File: config.mk
export PLATFORM = sky130hd
export DESIGN_NAME = i2s_tx
export DESIGN_NICKNAME = d
export VERILOG_FILES = /design/src/rtl/i2s_pkg.sv /design/src/rtl/i2s_sclk_gen.sv /design/src/rtl/i2s_tx.sv
export SDC_FILE = /design/constraint.sdc
export NUM_CORES = 1
export LEC_CHECK = 0
export CORE_MARGIN = 2
export CORE_UTILIZATION = 25
export DETAILED_ROUTE_END_ITERATION = 10
export GPL_ROUTABILITY_DRIVEN = 0
export GPL_TIMING_DRIVEN = 0
export HOLD_SLACK_MARGIN = 0.06
export PLACE_DENSITY_LB_ADDON = 0.05
export SLEW_MARGIN = 5
export SYNTH_ARGS = -nofsm -noshare
export SYNTH_HDL_FRONTEND = slang
export SYNTH_SLANG_ARGS = --single-unit
File: constraint.sdc
create_clock -name clk_in -period 1.4 [get_ports clk_in]
set_input_delay 0.14 -clock clk_in [delete_from_list [all_inputs] [get_ports clk_in]]
set_output_delay 0.14 -clock clk_in [all_outputs]
set_load 0.02 [all_outputs]
File: src/rtl/i2s_pkg.sv
// Constants and types shared by the I2S transmitter and receiver.
package i2s_pkg;

    localparam int unsigned MAX_PDATA_WIDTH = 32;
    // Wide enough to count one full frame at the largest channel width.
    localparam int unsigned P_CNT_W = $clog2(2 * MAX_PDATA_WIDTH);

    typedef enum logic {
        HOLD_EMPTY,
        HOLD_FULL
    } hold_state_e;

    function automatic int unsigned frame_len(input int unsigned pdata_width);
        return 2 * pdata_width;
    endfunction

endpackage

File: src/rtl/i2s_sclk_gen.sv
// I2S bit-clock divider: toggles sclk every SCLK_DIV cycles and strobes the
// cycle in which sclk is about to fall.
module i2s_sclk_gen #(
    parameter int unsigned SCLK_DIV = 4
) (
    input  logic clk_i,
    input  logic rst_i,
    output logic sclk_o,
    output logic fall_o
);

    localparam int unsigned CW = (SCLK_DIV > 1) ? $clog2(SCLK_DIV) : 1;

    logic [CW-1:0] cnt_q, cnt_d;
    logic          sclk_q, sclk_d;
    logic          wrap;

    always_comb begin
        wrap   = (cnt_q == CW'(SCLK_DIV - 1));
        cnt_d  = wrap ? '0 : cnt_q + 1'b1;
        sclk_d = wrap ? ~sclk_q : sclk_q;
        fall_o = wrap & sclk_q;
    end

    always_ff @(posedge clk_i) begin
        if (rst_i) begin
            cnt_q  <= '0;
            sclk_q <= 1'b0;
        end else begin
            cnt_q  <= cnt_d;
            sclk_q <= sclk_d;
        end
    end

    assign sclk_o = sclk_q;

endmodule

File: src/rtl/i2s_tx.sv
// I2S transmitter: one-frame holding register feeding a frame shift register,
// serialised MSB first with the standard one-bit delay after lrck changes.
module i2s_tx
    import i2s_pkg::*;
#(
    parameter int unsigned PDATA_WIDTH = 32,
    parameter int unsigned SCLK_DIV    = 4
) (
    input  logic                   clk_in,
    input  logic                   rst_in,
    input  logic [PDATA_WIDTH-1:0] pldata_in,
    input  logic [PDATA_WIDTH-1:0] prdata_in,
    input  logic                   pvalid_in,
    output logic                   pready_out,
    output logic                   sclk_out,
    output logic                   lrck_out,
    output logic                   sdata_out,
    output logic                   underrun_out
);

    localparam int unsigned          FRAME  = frame_len(PDATA_WIDTH);
    localparam logic [P_CNT_W-1:0]   P_LAST = P_CNT_W'(FRAME - 1);
    localparam logic [P_CNT_W-1:0]   P_HALF = P_CNT_W'(PDATA_WIDTH);

    hold_state_e        state_q, state_d;
    logic [FRAME-1:0]   hold_q, hold_d;
    logic [FRAME-1:0]   shift_q, shift_d;
    logic [P_CNT_W-1:0] p_q, p_d;
    logic               lrck_q, lrck_d;
    logic               sdata_q, sdata_d;
    logic               under_q, under_d;
    logic               fall;
    logic               capture;
    logic               frame_start;

    i2s_sclk_gen #(
        .SCLK_DIV (SCLK_DIV)
    ) u_sclk_gen (
        .clk_i  (clk_in),
        .rst_i  (rst_in),
        .sclk_o (sclk_out),
        .fall_o (fall)
    );

    always_comb begin
        state_d     = state_q;
        hold_d      = hold_q;
        shift_d     = shift_q;
        p_d         = p_q;
        lrck_d      = lrck_q;
        sdata_d     = sdata_q;
        under_d     = 1'b0;
        capture     = pvalid_in && (state_q == HOLD_EMPTY);
        frame_start = fall && (p_q == P_LAST);

        // The bit leaving the shift MSB at p=0 is the previous frame's right LSB.
        if (fall) begin
            p_d     = frame_start ? '0 : p_q + 1'b1;
            lrck_d  = (p_d >= P_HALF);
            sdata_d = shift_q[FRAME-1];
            shift_d = {shift_q[FRAME-2:0], 1'b0};
        end

        if (frame_start) begin
            if (state_q == HOLD_FULL) begin
                shift_d = hold_q;
                state_d = HOLD_EMPTY;
            end else begin
                shift_d = '0;
                under_d = 1'b1;
            end
        end

        // A capture in the transfer cycle only sees an empty holder, so it waits a frame.
        if (capture) begin
            hold_d  = {pldata_in, prdata_in};
            state_d = HOLD_FULL;
        end
    end

    always_ff @(posedge clk_in) begin
        if (rst_in) begin
            state_q <= HOLD_EMPTY;
            hold_q  <= '0;
            shift_q <= '0;
            p_q     <= P_LAST;
            lrck_q  <= 1'b1;
            sdata_q <= 1'b0;
            under_q <= 1'b0;
        end else begin
            state_q <= state_d;
            hold_q  <= hold_d;
            shift_q <= shift_d;
            p_q     <= p_d;
            lrck_q  <= lrck_d;
            sdata_q <= sdata_d;
            under_q <= under_d;
        end
    end

    assign pready_out   = (state_q == HOLD_EMPTY);
    assign lrck_out     = lrck_q;
    assign sdata_out    = sdata_q;
    assign underrun_out = under_q;

endmodule

==> summary.txt, run 1 <==
Floorplan row count - 55
Synth warnings - 0
Final hold viol count - 0
FF+latch count, synth - 141
Required time worst endpoint - 1.75 ns
Worst-case setup margin in the final layout - 0.00137 ns
Register-to-Register Path Depth - 4
Count of flip-flops with a built-in enable after synthesis - 0
Post-route ant nets - 0
Post-synth top area cell - sky130_fd_sc_hd__dfxtp_1
Status - finished, final reports clean
Leading post-synthesis cells by instance count - sky130_fd_sc_hd__dfxtp_1 (141), sky130_fd_sc_hd__nand2_1 (140), sky130_fd_sc_hd__o21ai_0 (128)
Clock latency at the later pin of the worst-skew pair - 0.42 ns
Clock tree root driver cell - sky130_fd_sc_hd__clkbuf_16
H-tree depth reported by CTS - 4
R2r startpoint - p_q[2]
Maximum count of clock buffers along a single path - 2
Number of unique standard cell types used by synthesis - 32
Number of diodes - 0
Power Density - 1220 nW/um^2
Sum of negative setup slack - 0 ns
Final critical delay including setup and external delays - 1.40 ns
Number of buffers created by CTS - 17
Overflow left after global routing - 0
Half-perimeter wire length of the detailed placement result - 12400 um
Slew at the pin with the worst max-slew slack - 0.795 ns
Beginning of the critical path - p_q[2]
CP Launch Type - flip-flop
Die Area - 24000 sq um
First-pass GRT wire length - 28900 um
Fraction of registers with async set/reset - 0%
Cell types with the largest area share after synthesis - sky130_fd_sc_hd__dfxtp_1 (50%), sky130_fd_sc_hd__o21ai_0 (11%), sky130_fd_sc_hd__nand2_1 (9.2%), sky130_fd_sc_hd__a21oi_1 (7.4%), sky130_fd_sc_hd__a31oi_1 (6.9%)
Vias post-DR - 5551
Initial antenna violation count - 0
Portion of the clock cycle consumed by the worst path in the final layout - 99.9%
Layout cell share with drive strength beyond 1 - 16.5%
Fmax - 715 MHz
Combined global-route utilization of all metal layers - 15.3%
Final Max Slew Viols - 0
Delay of the slowest cell on the worst path - 0.52 ns
Capture instance of the worst register-to-register path - shift_q[0]
Detailed-route wire length per cell - 16.5 um
I/O pin count - 72
Mean post-synth cell area - 7.96 sq um
Largest voltage drop on the vdd net - 0.643 mV
Synthesized area - 5690 sq um
Pin count of the biggest net entering global routing - 17
Crit path kind - flip-flop to flip-flop
Number of nets at the end of the flow - 888
Relative slew margins - 47.0%
Width of the die - 155 um
Count of input and output buffers - 70
Via count of the first global-routing pass - 5474
Cell-by-cell trace of the critical path - nand4_1 > buf_4 > or4_4 > a21oi_2
CTS tree - built
Largest fanout on the critical path - 6
Total of max-cap violations - 0
Crit. End Element - flip-flop
Crit path DAT - 1.75 ns
Number of clock sinks seen by CTS - 141
Synthesized netlist net count - 784
Leak Pwr - 2.80 nW
Prevailing post-synth register cell - sky130_fd_sc_hd__dfxtp_1
Area share of the largest cell type after synthesis - 49.6%
Die Height - 155 um
Per-cell via count in the routed design - 4.97
Setup repair after global routing missed its margin - true
Clock-pin slew on the worst setup and hold paths - 0.05 ns
Core area - 22500 sq um
Effective utilization at floorplan - 25.3%
Most repeated cell in the gate-level netlist after synthesis - sky130_fd_sc_hd__dfxtp_1
Cell at the slowest stage of the critical path - sky130_fd_sc_hd__or4_4
Final wirelength - 18400 um
Number of setup violations in the final report - 0
Signed area change from the synthesized netlist to the final layout - 39.5%
Reg-to-reg setup timing slack - 0.001 ns
Endpoint of the worst setup timing path - shift_q[0]
Clock tree skew after final layout - 0.00733 ns
Synthesized instance count - 715
First drt pass iteration count - 5
Part of the Yosys area used for sequential elements - 49.6%
Starting DRC count in detailed routing - 284
Setup Slack @ Placement - -0.426 ns
Remaining design rule violation count - 0
Class of the tightest hold or removal check - input pin to flip-flop
## registers in the layout (all words and copies together) (netlist names)
register,cells
underrun_out,1
sdata_out,1
hold_q,64
lrck_out,1
u_sclk_gen.sclk_o,1
shift_q,64
p_q,6
u_sclk_gen.cnt_q,2
state_q,1
## routing by layer
layer,part of all wire (%),GRT usage (%)
met1,48,20.8
met2,46,24.5
met3,4.0,3.31
met4,1.3,4.45
met5,0,0
## power by group
group | internal, mW | switching [mW]
combinational | 0.426 | 0.489
sequential | 4.15 | 0.0905
clock | 2.81 | 1.70
## cell families (layout without fill, tap and decap cells)
group | count (synthesis) | after routing | synth area share (%)
compound gates | 281 | 281 | 26.5
simple gates | 207 | 207 | 16.5
flops | 141 | 141 | 49.6
buf+inv | 82 | 199 | 6.64
fa+ha+maj | 2 | 2 | 0.440
xor+xnor | 2 | 2 | 0.308
## cells in the final DEF (no fill, tap or decap), types with 21 or more instances in the layout
| master | Yosys | final |
|---|---|---|
| sky130_fd_sc_hd__o21ai_0 | 128 | 104 |
| sky130_fd_sc_hd__a21oi_1 | 84 | 82 |
| sky130_fd_sc_hd__buf_6 | 1 | 22 |
| sky130_fd_sc_hd__dfxtp_1 | 141 | 131 |
| sky130_fd_sc_hd__nand2_1 | 140 | 137 |
| sky130_fd_sc_hd__a31oi_1 | 63 | 58 |
| sky130_fd_sc_hd__nand4_1 | 49 | 49 |
| sky130_fd_sc_hd__clkdlybuf4s50_1 | 0 | 65 |
| sky130_fd_sc_hd__o21ai_1 | 0 | 21 |
## worst max-delay path: cells and delay by family, from the launching register on
kind / cells / cell delay [ns]
DFF: 1 / 0.38
buffers and inverters: 1 / 0.17
and+or+nand+nor: 2 / 0.65
AOI/OAI and AO/OA: 1 / 0.13
## cell type report
type / count / area (sq um)
fillers: 2311 / 14600
flip-flops and latches: 141 / 2850
multi-input cells: 492 / 2600
repair buffers: 87 / 855
plain buffers: 77 / 679
clock buffers: 27 / 503
well taps: 285 / 357
clock inverters: 5 / 80.1
inverters: 3 / 11.3
## worst min path at each step
stage | to | start | cells past startpoint | slack [ns]
floorplan | hold_q[0] | prdata_in[0] | 2 | 0.28
global placement | u_sclk_gen.cnt_q[0] | u_sclk_gen.cnt_q[0] | 1 | 0.42
detailed placement | u_sclk_gen.cnt_q[0] | u_sclk_gen.cnt_q[0] | 1 | 0.43
CTS | p_q[0] | rst_in | 3 | 0.17
global route | p_q[0] | rst_in | 3 | 0.16
finish | p_q[0] | rst_in | 3 | 0.17
## what timing repair did
action / 4_1_cts / 5_1_grt
endpoints found under the setup margin: 137 / 123
gates cloned: 0 / 5
setup buffers: 4 / 8
hold endpoints to repair: 0 / 0
gates resized for setup: 95 / 107
hold buffers: 0 / 0
pin swaps: 2 / 6
## through the flow
step	util [%]	area, sq um	hold WS [ns]	instances	power (mW)
after floorplan	-	5710	0.276	715	4.73
after global placement	30.1	6770	0.415	1070	5.13
after detailed placement	30.1	6770	0.432	1070	5.14
after CTS	33.7	7590	0.172	1104	9.73
after global routing	35.3	7940	0.158	1117	10.1
final	35.3	7940	0.168	1117	9.67
Note: power is estimated with default switching activity, not from simulation.
==> inputs of run 2 (changes only) <==
--- a/config.mk
+++ b/config.mk
@@ -8,6 +8,7 @@
 export CORE_MARGIN = 2
 export CORE_UTILIZATION = 25
 export DETAILED_ROUTE_END_ITERATION = 10
+export DONT_BUFFER_PORTS = 1
 export GPL_ROUTABILITY_DRIVEN = 0
 export GPL_TIMING_DRIVEN = 0
 export HOLD_SLACK_MARGIN = 0.06
@@ -15,4 +16,5 @@
 export SLEW_MARGIN = 5
 export SYNTH_ARGS = -nofsm -noshare
 export SYNTH_HDL_FRONTEND = slang
+export SYNTH_HIERARCHICAL = 1
 export SYNTH_SLANG_ARGS = --single-unit
==> summary.txt, run 2 <==
Signed area change from the synthesized netlist to the final layout - 45.2%
Number of diodes - 0
Capture instance of the worst register-to-register path - shift_q[50]
Final Max Slew Viols - 0
Largest voltage drop on the vdd net - 0.603 mV
Leading post-synthesis cells by instance count - sky130_fd_sc_hd__dfxtp_1 (141), sky130_fd_sc_hd__nand2_1 (133), sky130_fd_sc_hd__nor2_1 (93)
First drt pass iteration count - 5
Detailed-route wire length per cell - 17.8 um
Leak Pwr - 2.93 nW
Core area - 23500 sq um
Fmax - 577 MHz
CP Launch Type - flip-flop
Synthesized netlist net count - 783
CP top delay family - buffers and inverters
Crit path DAT - 2.06 ns
Crit path kind - flip-flop to flip-flop
Layout cell share with drive strength beyond 1 - 25.8%
Combined buffer and inverter count along the critical path - 4
Number of unique standard cell types used by synthesis - 36
Worst min-delay path endpoint - hold_q[24]
Required time worst endpoint - 1.73 ns
Per-cell via count in the routed design - 4.90
Final wirelength - 20500 um
Clock tree root driver cell - sky130_fd_sc_hd__clkbuf_16
Die Height - 159 um
Most common cell after layout, fill and taps aside - sky130_fd_sc_hd__dfxtp_1
Reg-to-reg setup timing slack - -0.33 ns
Class of the tightest hold or removal check - input pin to flip-flop
I/O pin count - 72
Count of flip-flops with a built-in enable after synthesis - 0
Post-route ant nets - 0
Register-to-Register Path Depth - 9
Effective utilization at floorplan - 25.5%
Largest registers in the final layout - hold_q x64, shift_q x64, p_q x6
Delay of the slowest cell on the worst path - 0.33 ns
Initial antenna violation count - 0
Floorplan row count - 56
Worst-case setup margin in the final layout - -0.332 ns
Most common cell on crit path - sky130_fd_sc_hd__buf_6
Number of nets at the end of the flow - 889
Number of setup violations in the final report - 73
Count of input and output buffers - 0
Number of buffers created by CTS - 17
Number of cells in the design after placement - 1033
Total of max-cap violations - 0
Prevailing post-synth register cell - sky130_fd_sc_hd__dfxtp_1
Worst hold stages - 4
Half-perimeter wire length of the detailed placement result - 13800 um
Mean post-synth cell area - 8.37 sq um
Final hold viol count - 0
Number of clock sinks seen by CTS - 141
Overflow left after global routing - 0
Highest-count cells in the layout ignoring fill and taps - sky130_fd_sc_hd__dfxtp_1 (137), sky130_fd_sc_hd__nand2_1 (132), sky130_fd_sc_hd__nor2_1 (92)
Status - finished, violations left
Largest fanout on the critical path - 7
Post-synth top area cell - sky130_fd_sc_hd__dfxtp_1
Part of the Yosys area used for sequential elements - 47.2%
Final standard cell utilization of the core - 37.0%
Most repeated cell in the gate-level netlist after synthesis - sky130_fd_sc_hd__dfxtp_1
Via count of the first global-routing pass - 5416
Final critical delay including setup and external delays - 1.73 ns
Synthesized instance count - 714
Remaining design rule violation count - 0
Area share of the largest cell type after synthesis - 47.2%
H-tree depth reported by CTS - 4
Combined global-route utilization of all metal layers - 16.7%
Clock tree skew after final layout - 0.0102 ns
Beginning of the critical path - u_sclk_gen/cnt_q[0]
Non-filler cells, final - 1152
Maximum count of clock buffers along a single path - 2
Pin count of the biggest net entering global routing - 17
Clock latency at the later pin of the worst-skew pair - 0.42 ns
Portion of the clock cycle consumed by the worst path in the final layout - 124%
Min-Delay Startpoint - pvalid_in
Cell types with the largest area share after synthesis - sky130_fd_sc_hd__dfxtp_1 (47%), sky130_fd_sc_hd__nand2_1 (8.4%), sky130_fd_sc_hd__a2111oi_2 (7.0%), sky130_fd_sc_hd__a21oi_1 (5.9%), sky130_fd_sc_hd__nor2_1 (5.8%)
Relative slew margins - 44.8%
Crit. End Element - flip-flop
First-pass GRT wire length - 31300 um
Cell-by-cell trace of the critical path - ha_4 > and2_4 > buf_6 > nand4_1 > buf_6 > buf_12 > buf_8 > o21ai_2 > a311oi_1
Clock-pin slew on the worst setup and hold paths - 0.06 ns
R2r startpoint - u_sclk_gen/cnt_q[0]
Synthesized area - 5980 sq um
Synth warnings - 6
Violations in the final reports - setup timing
CTS tree - built
Fraction of registers with async set/reset - 0%
Die Area - 25200 sq um
Vias post-DR - 5640
Slew at the pin with the worst max-slew slack - 0.828 ns
Starting DRC count in detailed routing - 313
Power Density - 1120 nW/um^2
Setup repair after global routing missed its margin - true
FF+latch count, synth - 141
Cell at the slowest stage of the critical path - sky130_fd_sc_hd__dfxtp_2
Width of the die - 159 um
-- run 2: cell types whose count changed after synthesis, sizes merged, moves of 4 or more --
cell / before / now
a2111oi: 0 / 28
a211oi: 0 / 29
a21oi: 84 / 70
a311oi: 0 / 35
a31oi: 63 / 0
clkbuf: 43 / 39
nand2: 140 / 133
nand4: 49 / 35
nor2: 2 / 93
o21ai: 128 / 35
-- run 2: cells by family (layout without fill, tap and decap cells) --
logic type / count (synthesis) / in the layout / synth area share [%]
compound gates: 206 / 206 / 25.8
xor+xnor: 2 / 2 / 0.293
fa+ha+maj: 2 / 2 / 0.419
buf+inv: 81 / 200 / 5.97
flops: 141 / 141 / 47.2
mux: 2 / 2 / 0.335
simple gates: 280 / 280 / 19.9
-- run 2: worst max path at each step --
stage	end	cells past startpoint
2_1_floorplan	shift_q[42]	7
3_3_place_gp	shift_q[36]	6
3_5_place_dp	shift_q[35]	6
4_1_cts	shift_q[29]	9
5_1_grt	shift_q[5]	7
6_report	shift_q[50]	9
-- run 2: what timing repair did --
item                                    in CTS  in global routing
endpoints found under the setup margin     134                132
buffers inserted                            10                  9
hold buffers                                65                  0
gates cloned                                 4                  2
pin swaps                                   32                 15
endpoints found under the hold margin       67                  0
resized for setup                           96                 79
-- run 2: worst min-delay path: cells and delay by family --
family / cells / cell delay (ns)
AOI/OAI and AO/OA: 1 / 0.05
buffers and inverters: 1 / 0.17
and+or+nand+nor: 2 / 0.14
-- run 2: layout make-up --
class / count / area (sq um)
Tap cell: 319 / 399
Buffer: 76 / 661
Sequential cell: 141 / 2830
Timing Repair Buffer: 88 / 955
Clock inverter: 12 / 146
Inverter: 4 / 18.8
Multi-Input combinational cell: 492 / 3230
Fill cell: 2431 / 14800
Clock buffer: 20 / 437
-- run 2: report_power, final --
part,leakage (nW),total (mW),internal (mW),switching [mW]
registers,1.15,4.26,4.16,0.103
logic,1.50,0.863,0.380,0.484
clock network,0.280,4.58,2.79,1.79
-- run 2: per-stage QoR --
stage | hold slack [ns] | cell area [sq um] | setup TNS (ns) | setup WS (ns) | total power, mW
after floorplan | 0.205 | 6140 | -7.87 | -0.139 | 4.73
after global placement | 0.208 | 6540 | -49.36 | -0.637 | 4.93
after detailed placement | 0.211 | 6540 | -54.63 | -0.730 | 4.94
after CTS | 0.153 | 8280 | -20.44 | -0.348 | 9.76
after global routing | 0.163 | 8680 | -25.07 | -0.408 | 10.1
final | 0.139 | 8680 | -19.20 | -0.332 | 9.70
-- run 2: metal layers --
| layer | global-route usage (%) | share of wire, % | vias to the layer above |
|---|---|---|---|
| met5 | 0 | 0 | - |
| met4 | 5.75 | 2.2 | 0 |
| met3 | 2.97 | 3.2 | 31 |
| met2 | 26.3 | 46 | 114 |
| met1 | 22.9 | 49 | 2721 |
| li1 | - | - | 2774 |
